--- config.mk ---
export PLATFORM = sky130hd
export DESIGN_NAME = am_frame_seq
export DESIGN_NICKNAME = d
export VERILOG_FILES = /design/src/rtl/am_ctrl_pkg.sv /design/src/rtl/am_ramp_gen.sv /design/src/rtl/am_frame_seq.sv
export SDC_FILE = /design/constraint.sdc
export NUM_CORES = 1
export LEC_CHECK = 0
export CAP_MARGIN = 20
export CELL_PAD_IN_SITES_DETAIL_PLACEMENT = 2
export CELL_PAD_IN_SITES_GLOBAL_PLACEMENT = 2
export CORE_ASPECT_RATIO = 2
export CORE_UTILIZATION = 24
export DETAILED_ROUTE_END_ITERATION = 7
export PLACE_DENSITY_LB_ADDON = 0.08
export REMOVE_ABC_BUFFERS = 1
export SLEW_MARGIN = 5
export SYNTH_ARGS = -nofsm -noshare
export SYNTH_HDL_FRONTEND = slang
export SYNTH_SLANG_ARGS = --single-unit
--- constraint.sdc ---
create_clock -name clk_200M -period 7.2 [get_ports clk_200M]
set_input_delay 0.72 -clock clk_200M [delete_from_list [all_inputs] [get_ports clk_200M]]
set_output_delay 0.72 -clock clk_200M [all_outputs]
set_load 0.01 [all_outputs]
--- src/rtl/am_ctrl_pkg.sv ---
// ============================================================================
// Package   : am_ctrl_pkg
// Purpose   : Shared constants and helpers for the AM frame sequencer slice.
//             It holds the FSM state encoding, the default widths, the mark
//             level, and the number of symbol bits per payload byte.
// Macro     : AM_FRAME_PARITY_EN adds an even-parity bit after each byte.
//             This makes 9 symbol bits per byte instead of 8.
// Revision  : 1.0  initial release
// ============================================================================
`timescale 1ns/1ps
`default_nettype none

package am_ctrl_pkg;

  localparam int DEPTH_W_DEF  = 9;
  localparam int PERIOD_W_DEF = 32;

  // Idle level of the symbol line.
  localparam logic MARK = 1'b1;

`ifdef AM_FRAME_PARITY_EN
  localparam int BITS_PER_BYTE = 9;
`else
  localparam int BITS_PER_BYTE = 8;
`endif

  // FSM state encoding.
  typedef logic [1:0] am_state_t;
  localparam logic [1:0] ST_IDLE      = 2'd0;
  localparam logic [1:0] ST_RAMP_UP   = 2'd1;
  localparam logic [1:0] ST_SEND      = 2'd2;
  localparam logic [1:0] ST_RAMP_DOWN = 2'd3;

  // Word loaded into the shifter for one payload byte, MSB sent first.
  function automatic logic [BITS_PER_BYTE-1:0] frame_word(input logic [7:0] b);
`ifdef AM_FRAME_PARITY_EN
    return {b, ^b};
`else
    return b;
`endif
  endfunction

endpackage

`default_nettype wire

--- src/rtl/am_ramp_gen.sv ---
// ============================================================================
// Module    : am_ramp_gen
// Purpose   : Ramp tick divider plus a saturating up/down depth register.
// Ports     : clk_200M, rst_n (async, active-low)
//             up/down   - ramp direction enables; the divider runs while
//                         either enable is high and is cleared otherwise
//             step, max - increment per tick and the upper limit
//             depth     - registered depth word
//             at_max, at_zero - depth limit flags
// Revision  : 1.0  initial release
// ============================================================================
`timescale 1ns/1ps
`default_nettype none

module am_ramp_gen #(
  parameter int DEPTH_W  = 9,
  parameter int RAMP_DIV = 16
) (
  input  logic               clk_200M,
  input  logic               rst_n,
  input  logic               up,
  input  logic               down,
  input  logic [DEPTH_W-1:0] step,
  input  logic [DEPTH_W-1:0] max,
  output logic [DEPTH_W-1:0] depth,
  output logic               at_max,
  output logic               at_zero
);

  localparam int DIV_W = (RAMP_DIV > 1) ? $clog2(RAMP_DIV) : 1;
  localparam logic [DIV_W-1:0] DIV_LAST = DIV_W'(RAMP_DIV - 1);

  logic [DIV_W-1:0]   div_q, div_d;
  logic [DEPTH_W-1:0] depth_q, depth_d;
  logic [DEPTH_W:0]   sum;
  logic               tick;

  always_comb begin
    tick    = (up || down) && (div_q == DIV_LAST);
    div_d   = ((up || down) && !tick) ? div_q + 1'b1 : '0;
    // One extra bit, so the sum cannot wrap before it is clamped to max.
    sum     = {1'b0, depth_q} + {1'b0, step};
    depth_d = depth_q;
    if (tick && up) begin
      if ((step == '0) || (sum >= {1'b0, max})) depth_d = max;
      else                                      depth_d = sum[DEPTH_W-1:0];
    end else if (tick && down) begin
      if ((step == '0) || (step >= depth_q)) depth_d = '0;
      else                                   depth_d = depth_q - step;
    end
  end

  always_ff @(posedge clk_200M or negedge rst_n) begin
    if (!rst_n) begin
      div_q   <= '0;
      depth_q <= '0;
    end else begin
      div_q   <= div_d;
      depth_q <= depth_d;
    end
  end

  assign depth   = depth_q;
  assign at_max  = (depth_q == max);
  assign at_zero = (depth_q == '0);

endmodule

`default_nettype wire

--- src/rtl/am_frame_seq.sv ---
// ============================================================================
// Module    : am_frame_seq
// Purpose   : Frame sequencer for the ASK/AM modulator (200 MHz domain).
//             It takes payload bytes through a one-entry holding register and
//             shifts them out MSB-first on binary_data. It ramps the depth
//             word up before the payload and back down after the payload.
// Ports     : clk_200M, rst_n (async assert, active-low)
//             cfg_bit_period/cfg_depth_max/cfg_ramp_step - latched at frame start
//             byte_data/byte_valid/byte_ready - payload handshake
//             depth, binary_data, busy, frame_done - registered outputs
// Macro     : AM_FRAME_PARITY_EN appends an even-parity bit to each byte.
// Revision  : 1.0  initial release
// ============================================================================
`timescale 1ns/1ps
`default_nettype none

module am_frame_seq
  import am_ctrl_pkg::*;
#(
  parameter int PERIOD_W = PERIOD_W_DEF,
  parameter int DEPTH_W  = DEPTH_W_DEF,
  parameter int RAMP_DIV = 16
) (
  input  logic                clk_200M,
  input  logic                rst_n,
  input  logic [PERIOD_W-1:0] cfg_bit_period,
  input  logic [DEPTH_W-1:0]  cfg_depth_max,
  input  logic [DEPTH_W-1:0]  cfg_ramp_step,
  input  logic [7:0]          byte_data,
  input  logic                byte_valid,
  output logic                byte_ready,
  output logic [DEPTH_W-1:0]  depth,
  output logic                binary_data,
  output logic                busy,
  output logic                frame_done
);

  localparam int IDX_W = 4;
  localparam logic [IDX_W-1:0] IDX_LAST = IDX_W'(BITS_PER_BYTE - 1);

  am_state_t                state_q, state_d;
  logic [7:0]               hold_q, hold_d;
  logic                     hold_valid_q, hold_valid_d;
  logic                     byte_ready_q, byte_ready_d;
  logic [BITS_PER_BYTE-1:0] shift_q, shift_d;
  logic [PERIOD_W-1:0]      bit_cnt_q, bit_cnt_d;
  logic [PERIOD_W-1:0]      period_q, period_d;
  logic [IDX_W-1:0]         bit_idx_q, bit_idx_d;
  logic [DEPTH_W-1:0]       depth_max_q, depth_max_d;
  logic [DEPTH_W-1:0]       step_q, step_d;
  logic                     binary_data_q, binary_data_d;
  logic                     busy_q, busy_d;
  logic                     frame_done_q, frame_done_d;
  logic                     xfer, load, at_max, at_zero;

  am_ramp_gen #(
    .DEPTH_W  (DEPTH_W),
    .RAMP_DIV (RAMP_DIV)
  ) u_ramp (
    .clk_200M (clk_200M),
    .rst_n    (rst_n),
    .up       (state_q == ST_RAMP_UP),
    .down     (state_q == ST_RAMP_DOWN),
    .step     (step_q),
    .max      (depth_max_q),
    .depth    (depth),
    .at_max   (at_max),
    .at_zero  (at_zero)
  );

  always_comb begin
    state_d      = state_q;
    hold_d       = hold_q;
    hold_valid_d = hold_valid_q;
    shift_d      = shift_q;
    bit_cnt_d    = bit_cnt_q;
    period_d     = period_q;
    bit_idx_d    = bit_idx_q;
    depth_max_d  = depth_max_q;
    step_d       = step_q;
    frame_done_d = 1'b0;
    load         = 1'b0;
    xfer         = byte_valid && byte_ready_q;

    case (state_q)
      ST_IDLE: begin
        if (hold_valid_q) begin
          period_d    = cfg_bit_period;
          depth_max_d = cfg_depth_max;
          step_d      = cfg_ramp_step;
          state_d     = ST_RAMP_UP;
        end
      end
      ST_RAMP_UP: begin
        if (at_max) begin
          load      = 1'b1;
          bit_cnt_d = '0;
          bit_idx_d = '0;
          state_d   = ST_SEND;
        end
      end
      ST_SEND: begin
        if (bit_cnt_q == period_q) begin
          bit_cnt_d = '0;
          if (bit_idx_q == IDX_LAST) begin
            // A queued byte continues the frame with no gap and no depth change.
            if (hold_valid_q) begin
              load      = 1'b1;
              bit_idx_d = '0;
            end else begin
              state_d = ST_RAMP_DOWN;
            end
          end else begin
            shift_d   = shift_q << 1;
            bit_idx_d = bit_idx_q + 1'b1;
          end
        end else begin
          bit_cnt_d = bit_cnt_q + 1'b1;
        end
      end
      default: begin
        if (at_zero) begin
          state_d      = ST_IDLE;
          frame_done_d = 1'b1;
        end
      end
    endcase

    if (load) shift_d = frame_word(hold_q);

    // A transfer only happens while the holding register is empty.
    // A load only happens while it is full. So the two never collide.
    if (xfer) begin
      hold_d       = byte_data;
      hold_valid_d = 1'b1;
    end else if (load) begin
      hold_valid_d = 1'b0;
    end

    byte_ready_d  = !hold_valid_d;
    binary_data_d = (state_d == ST_SEND) ? shift_d[BITS_PER_BYTE-1] : MARK;
    busy_d        = (state_d != ST_IDLE);
  end

  always_ff @(posedge clk_200M or negedge rst_n) begin
    if (!rst_n) begin
      state_q       <= ST_IDLE;
      hold_q        <= '0;
      hold_valid_q  <= 1'b0;
      byte_ready_q  <= 1'b1;
      shift_q       <= '0;
      bit_cnt_q     <= '0;
      period_q      <= '0;
      bit_idx_q     <= '0;
      depth_max_q   <= '0;
      step_q        <= '0;
      binary_data_q <= MARK;
      busy_q        <= 1'b0;
      frame_done_q  <= 1'b0;
    end else begin
      state_q       <= state_d;
      hold_q        <= hold_d;
      hold_valid_q  <= hold_valid_d;
      byte_ready_q  <= byte_ready_d;
      shift_q       <= shift_d;
      bit_cnt_q     <= bit_cnt_d;
      period_q      <= period_d;
      bit_idx_q     <= bit_idx_d;
      depth_max_q   <= depth_max_d;
      step_q        <= step_d;
      binary_data_q <= binary_data_d;
      busy_q        <= busy_d;
      frame_done_q  <= frame_done_d;
    end
  end

  assign byte_ready  = byte_ready_q;
  assign binary_data = binary_data_q;
  assign busy        = busy_q;
  assign frame_done  = frame_done_q;

endmodule

`default_nettype wire

==> flow_summary_export.csv, run 1 <==
group,metric,value,unit
outcome,status,"finished, final reports clean",
synth,syn_inst,665,
timing,finalHoldViolations,0,
timing,max-slew-margin-rel,0.328,
synth,synth-edff-count,0,
global_routing,met2_usage,0.328,
synth,synthSimpleGateAreaFrac,0.140,
cells_and_area,nFillCells,3158,
global_routing,grt_util_met3,0.0325,
timing,tightest_slew,1.01,ns
synth,ys_ff_latch,122,
global_routing,grt_use_total,0.168,
synth,ys_warn_count,0,
timing,rsz0062_at_grt,"no",
setup_path,crit_type,"reg -> reg",
timing,clock_skew,0.0116,ns
synth,syn_area,6910,um^2
synth,postSynthAreaPerCell,10.4,um^2
cts,clock_tree.root_cell,"clkbuf_16",
cells_and_area,finalNetCount,837,
timing,setup-tns-final,0,ns
setup_path,crit_required,7.50,ns
cells_and_area,diodes,0,
pwr,p_per_area,357,nW/um^2
place,pre_cts_ws,3.28,ns
timing,max_freq,252,MHz
setup_path,end_kind,"flop",
drt,vias,5326,
timing,worst_slack,3.22,ns
floorplan,dieArea,29500,um^2
timing,drv_slew,0,
cts,cts_made_buffers,17,
synth,ys_async_sr_fraction,1.00,
cells_and_area,regArea,3060,um^2
drt,drc,0,
synth,yosysTopAreaCell,"dfrtp_1",
place,gp_congestion,0.866,
floorplan,design.portCount,74,
cts,postCtsHoldBufs,0,
drt,drt_iter0_markers,103,
timing,period_minus_slack,3.98,ns
global_routing,grt_max_degree,63,
place,post-dp-hpwl,17900,um
global_routing,antenna_found_initial,0,
floorplan,start_util,0.244,
synth,ys_seq_area_frac,0.442,
synth,synth_area_leaders,"dfrtp_1, mux2_2, ha_1",
timing,setup_viol,0,
timing,fin_hold_ws,0.406,ns
floorplan,die_h,242,um
cells_and_area,utilization,0.304,
min_path,hold_path_class,"in -> async",
drt,routed_wl,23200,um
drt,avgRoutedWirePerCell,20.9,um
place,port_buffers,73,
global_routing,grt_pass1_wl,35800,um
pwr,finalPower,3.07,mW
setup_path,cp-start-kind,"flop",
cells_and_area,layout-drive-gt1-share,0.132,
floorplan,die_x,122,um
cts,postCtsSetupBuffers,0,
cells_and_area,area_delta_synth_final,24.4,%
timing,fin_crit_sh,0.552,
setup_path,rr_worst_depth,15,
synth,synth_top_family_by_area,"simple AND/OR/NAND/NOR gates",
setup_path,r2r_end,"u_ramp.depth[1]$_DFFE_PN0P_",
drt,vias_per_cell,4.81,
floorplan,num_rows,87,
cts,postCtsResizedCells,0,
pwr,ir_drop,0.000162,V
cts,htree_levels,4,
setup_path,r2r-start,"u_ramp.depth[0]$_DFFE_PN0P_",
cts,cts.sinks,122,
synth,synth_cell_types,59,
setup_path,critical_path.max_fanout,8,
synth,synth_compound_area_frac,0.0963,
global_routing,grt.busiest_layer,"met2",
cts,cts.reportedPaths.clkPinSlew,0.06,ns
floorplan,core_area,28300,um^2
cts,cts_tree,"yes",
synth,synth-xor-area-share,0.0988,
cts,clockBufferDepth,2,
drt,dr.pass1.iters,4,
global_routing,grt_pass1_vias,6228,
cells_and_area,multi_input_area,3590,um^2
synth,synth_top_area_frac,0.434,
synth,synthMuxAreaShare,0.113,
synth,synthFlopType,"dfrtp_1",
setup_path,rrSetupSlack,3.22,ns
global_routing,use_met1,0.147,
setup_path,cp_data_arrival_time,4.27,ns
job,cap_viol_max_count,0,
synth,synthAdderAreaFrac,0.0691,
cts,clock_latency,0.44,ns
drt,detail-route-antenna-nets,0,
global_routing,grt.overflow.total,0,
pwr,p_leak,3.76,nW
## worst max-delay path, stage by stage (launching register included)
cell,delay [ns]
dfrtp_1,0.43
ha_1,0.25
fa_1,0.41
nand2b_1,0.11
a21oi_1,0.14
o21a_1,0.21
o41ai_1,0.43
nor2_1,0.11
ha_1,0.30
a21oi_1,0.18
nor2b_1,0.06
o21ai_0,0.16
o211a_1,0.25
nand2_1,0.36
mux2i_1,0.30
o221ai_1,0.14
## metrics by stage
step	std cells	area, um^2
after global placement	1076	8020
after floorplan	644	6810
after global routing	1108	8600
final	1108	8600
after detailed placement	1076	8020
after CTS	1108	8600
## registers in the layout, indices dropped and copies added, names as in the netlist
signal	flops
state_q	2
period_q	32
hold_valid_q	1
shift_q	8
depth_max_q	9
frame_done	1
step_q	9
byte_ready	1
hold_q	8
u_ramp.div_q	4
u_ramp.depth	9
binary_data	1
busy	1
bit_idx_q	4
bit_cnt_q	32
## cell type report
cell class	count	share of cell area
multi-input cells	475	0.417
flip-flops and latches	122	0.355
repair buffers	76	0.0873
clock buffers	23	0.0532
well taps	356	0.0518
inverters	47	0.0205
clock inverters	9	0.0147
## report_power, final
| part | internal [mW] | total [mW] | switching, mW |
|---|---|---|---|
| combinational | 0.537 | 1.13 | 0.588 |
| clock | 0.551 | 0.876 | 0.325 |
| sequential | 0.875 | 1.07 | 0.194 |
## worst max-delay path by stage
stage	cells past startpoint	end	start	slack, ns
finish	15	u_ramp.depth[1]$_DFFE_PN0P_	u_ramp.depth[0]$_DFFE_PN0P_	3.22
global route	15	u_ramp.depth[0]$_DFFE_PN0P_	u_ramp.depth[0]$_DFFE_PN0P_	2.96
CTS	15	u_ramp.depth[1]$_DFFE_PN0P_	u_ramp.depth[0]$_DFFE_PN0P_	3.25
global placement	15	u_ramp.depth[8]$_DFFE_PN0P_	u_ramp.depth[0]$_DFFE_PN0P_	3.41
detailed placement	15	u_ramp.depth[1]$_DFFE_PN0P_	u_ramp.depth[0]$_DFFE_PN0P_	3.28
floorplan	15	u_ramp.depth[1]$_DFFE_PN0P_	u_ramp.depth[0]$_DFFE_PN0P_	3.88
## layer usage
metal	part of all wire	wire (um)
met1	0.33	7690
met2	0.58	13500
met3	0.022	510
met4	0.064	1490
met5	0	0
## synthesized netlist by cell type (all sizes together) (2+ instances only)
master	count
dfrtp	120
mux2	58
inv	47
nor2	46
nand2	45
xor2	43
ha	35
xnor2	35
o21ai	26
nor4	20
a21oi	19
nand4	16
nand3	14
clkbuf	13
mux2i	13
nor3	12
and3	10
buf	8
o211ai	7
nor2b	6
and4	5
o21a	5
or3	5
a211oi	4
a21o	4
a22oi	4
o221ai	4
a31oi	3
and2	3
nand2b	3
o22ai	3
o31ai	3
a211o	2
dfstp	2
fa	2
nor3b	2
o2111ai	2
o21bai	2
o41ai	2
or2	2
## kinds of logic (layout without fill, tap and decap cells)
family,after synthesis,in the layout
compound gates,98,98
buf+inv,68,155
flops,122,122
xor+xnor,78,78
mux,71,71
simple gates,191,191
fa+ha+maj,37,37
## cell usage in the layout (no fill, tap or decap), types with 12 or more instances in the layout
master / netlist / layout
dfrtp_1: 120 / 120
clkdlybuf4s50_1: 0 / 72
mux2_2: 58 / 58
inv_1: 47 / 47
nor2_1: 46 / 46
nand2_1: 45 / 44
xor2_1: 43 / 43
xnor2_1: 35 / 35
ha_1: 35 / 35
o21ai_0: 25 / 25
nor4_1: 20 / 20
a21oi_1: 18 / 18
clkbuf_16: 0 / 17
nand4_1: 16 / 16
mux2i_1: 13 / 13
nand3_1: 13 / 13
nor3_1: 12 / 12
Note: power is estimated with default switching activity, not from simulation.
==> run 2: changes to the inputs <==
- clock period: 7.2 -> 3.2 ns (I/O delays scaled with it)
==> run 2 against run 1 <==
Against the previous run: the run now ends with setup timing left; core utilization increased by 2.3 points; critical path depth up 1; non-clock buffer count up 68; cell count increased by 6.0%; clock-buffer cell count fell by 2; flip-flop and latch count is the same; clock power increased by 110%; total power is 140% higher; sequential power increased by 120%; global-route usage up 0.73 points; first-iteration DRC count grew 11%; wire length increased by 4.0%.
==> flow_summary_export.csv, run 2 (synthesis results as in run 1) <==
group,metric,value,unit
cells_and_area,nFillCells,3135,
floorplan,core_area,28300,um^2
drt,drt_iter0_markers,114,
global_routing,grt_pass1_wl,37400,um
timing,setup-tns-final,-0.167,ns
floorplan,design.portCount,74,
floorplan,die_h,242,um
cells_and_area,design_area,9250,um^2
cts,clockBufferDepth,2,
place,pre_cts_ws,-0.325,ns
floorplan,die_x,122,um
pwr,p_per_area,803,nW/um^2
floorplan,start_util,0.244,
drt,detail-route-antenna-nets,0,
floorplan,num_rows,87,
timing,rsz0062_at_grt,"yes",
cells_and_area,multi_input_area,3690,um^2
cts,cts.reportedPaths.clkPinSlew,0.06,ns
setup_path,crit_type,"reg -> reg",
setup_path,crit_family,"simple AND/OR/NAND/NOR gates",
job,cap_viol_max_count,0,
global_routing,grt_pass1_vias,6585,
timing,setup_viol,6,
cts,clock_latency,0.44,ns
setup_path,r2r-start,"u_ramp.depth[1]$_DFFE_PN0P_",
drt,dr.pass1.iters,4,
cts,clock_tree.root_cell,"clkbuf_16",
setup_path,cp_num_buf_inv,2,
setup_path,rrSetupSlack,-0.06,ns
pwr,finalPower,7.43,mW
timing,tightest_slew,0.736,ns
cells_and_area,area_delta_synth_final,33.8,%
cells_and_area,regArea,3060,um^2
setup_path,cp_slowest_cell,"dfrtp_2",
setup_path,cp-start-kind,"flop",
setup_path,end_kind,"flop",
setup_path,r2r_end,"u_ramp.depth[1]$_DFFE_PN0P_",
setup_path,critical_path.max_fanout,8,
timing,worst_slack,-0.0575,ns
place,post-dp-hpwl,19200,um
global_routing,grt_use_total,0.175,
global_routing,grt.overflow.total,0,
pwr,ir_drop,0.000414,V
timing,drv_slew,0,
cts,htree_levels,4,
floorplan,dieArea,29500,um^2
outcome,violations,"setup timing",
timing,period_minus_slack,3.26,ns
cts,cts_made_buffers,17,
drt,vias_per_cell,4.78,
place,place_area,8550,um^2
setup_path,crit_required,3.51,ns
cells_and_area,final_common_cell,"dfrtp_1",
cells_and_area,top_regs,"bit_cnt_q (32), period_q (32)",
drt,routed_wl,24100,um
cells_and_area,finalNetCount,905,
cts,cts_tree,"yes",
global_routing,antenna_found_initial,0,
outcome,status,"complete, but fails checks",
timing,fin_crit_sh,1.02,
setup_path,cp_data_arrival_time,3.57,ns
cts,cts.sinks,122,
place,port_buffers,73,
place,gp_congestion,0.851,
timing,max-slew-margin-rel,0.508,
drt,vias,5614,
cells_and_area,layout_common_cells,"dfrtp_1, clkdlybuf4s50_1, buf_4",
global_routing,grt_max_degree,44,
timing,finalHoldViolations,0,
cells_and_area,layout-drive-gt1-share,0.225,
setup_path,crit_top_cell,"nand2_1",
min_path,hold_path_class,"in -> async",
timing,max_freq,307,MHz
cells_and_area,diodes,0,
setup_path,cp_slowest_stage_delay,0.44,ns
drt,drc,0,
pwr,p_leak,4.11,nW
setup_path,rr_worst_depth,16,
setup_path,path_cells,"buf_6 > ha_4 > nor2b_4 > o211ai_1 > nand2_1 > nor2_2 > xor2_1 > ha_1 > and4_1 > nand2_1 > and3_1 > o211a_1 > nand2_2 > buf_12 > mux2i_2 > o221ai_2",
timing,clock_skew,0.0104,ns
drt,avgRoutedWirePerCell,20.5,um
-- run 2: changes by cell type in the layout (fill, tap and decap cells not counted), sizes merged --
cell / change
clkbuf: -2
bufinv: -1
clkinvlp: +1
dlygate4sd3: +1
buf: +67
-- run 2: layout make-up --
type	instances	area share
multi-input cells	475	0.398
flip-flops and latches	122	0.330
repair buffers	144	0.145
clock buffers	21	0.0487
well taps	356	0.0481
inverters	47	0.0191
clock inverters	9	0.0108
-- run 2: routing by layer --
metal / wire length, um / part of all wire / vias to the layer above / track usage
met1: 7640 / 0.32 / 2876 / 0.152
met5: 0 / 0 / - / 0
li1: - / - / 2612 / -
met2: 14800 / 0.61 / 82 / 0.355
met3: 464 / 0.019 / 44 / 0.0294
met4: 1190 / 0.050 / 0 / 0.103
-- run 2: power breakdown --
group | switching, mW | internal, mW
Combinational | 1.55 | 1.66
Sequential | 0.368 | 1.97
Clock | 0.736 | 1.15
Total | 2.66 | 4.78
-- run 2: timing repair --
action	CTS	global route
endpoints found under the hold margin	41	0
hold buffers	1	0
setup endpoints to repair	9	9
resized for setup	18	9
pin swaps	20	24
setup buffers	2	3
-- run 2: per-stage QoR --
stage | utilization | cells | hold slack (ns)
5_1_grt | 0.327 | 1174 | 0.489
3_5_place_dp | 0.302 | 1139 | 0.386
4_1_cts | 0.325 | 1172 | 0.452
3_3_place_gp | 0.302 | 1139 | 0.381
6_report | 0.327 | 1174 | 0.448
2_1_floorplan | - | 644 | 0.0244
-- run 2: worst max-delay path by stage --
stage	startpoint	end	slack [ns]	cells after the start
floorplan	u_ramp.depth[0]$_DFFE_PN0P_	u_ramp.depth[1]$_DFFE_PN0P_	-0.12	15
global placement	u_ramp.depth[0]$_DFFE_PN0P_	u_ramp.depth[7]$_DFFE_PN0P_	-0.25	16
detailed placement	u_ramp.depth[0]$_DFFE_PN0P_	u_ramp.depth[7]$_DFFE_PN0P_	-0.33	16
CTS	u_ramp.depth[0]$_DFFE_PN0P_	u_ramp.depth[1]$_DFFE_PN0P_	-0.15	16
global route	u_ramp.depth[0]$_DFFE_PN0P_	u_ramp.depth[1]$_DFFE_PN0P_	-0.19	15
finish	u_ramp.depth[1]$_DFFE_PN0P_	u_ramp.depth[1]$_DFFE_PN0P_	-0.06	16
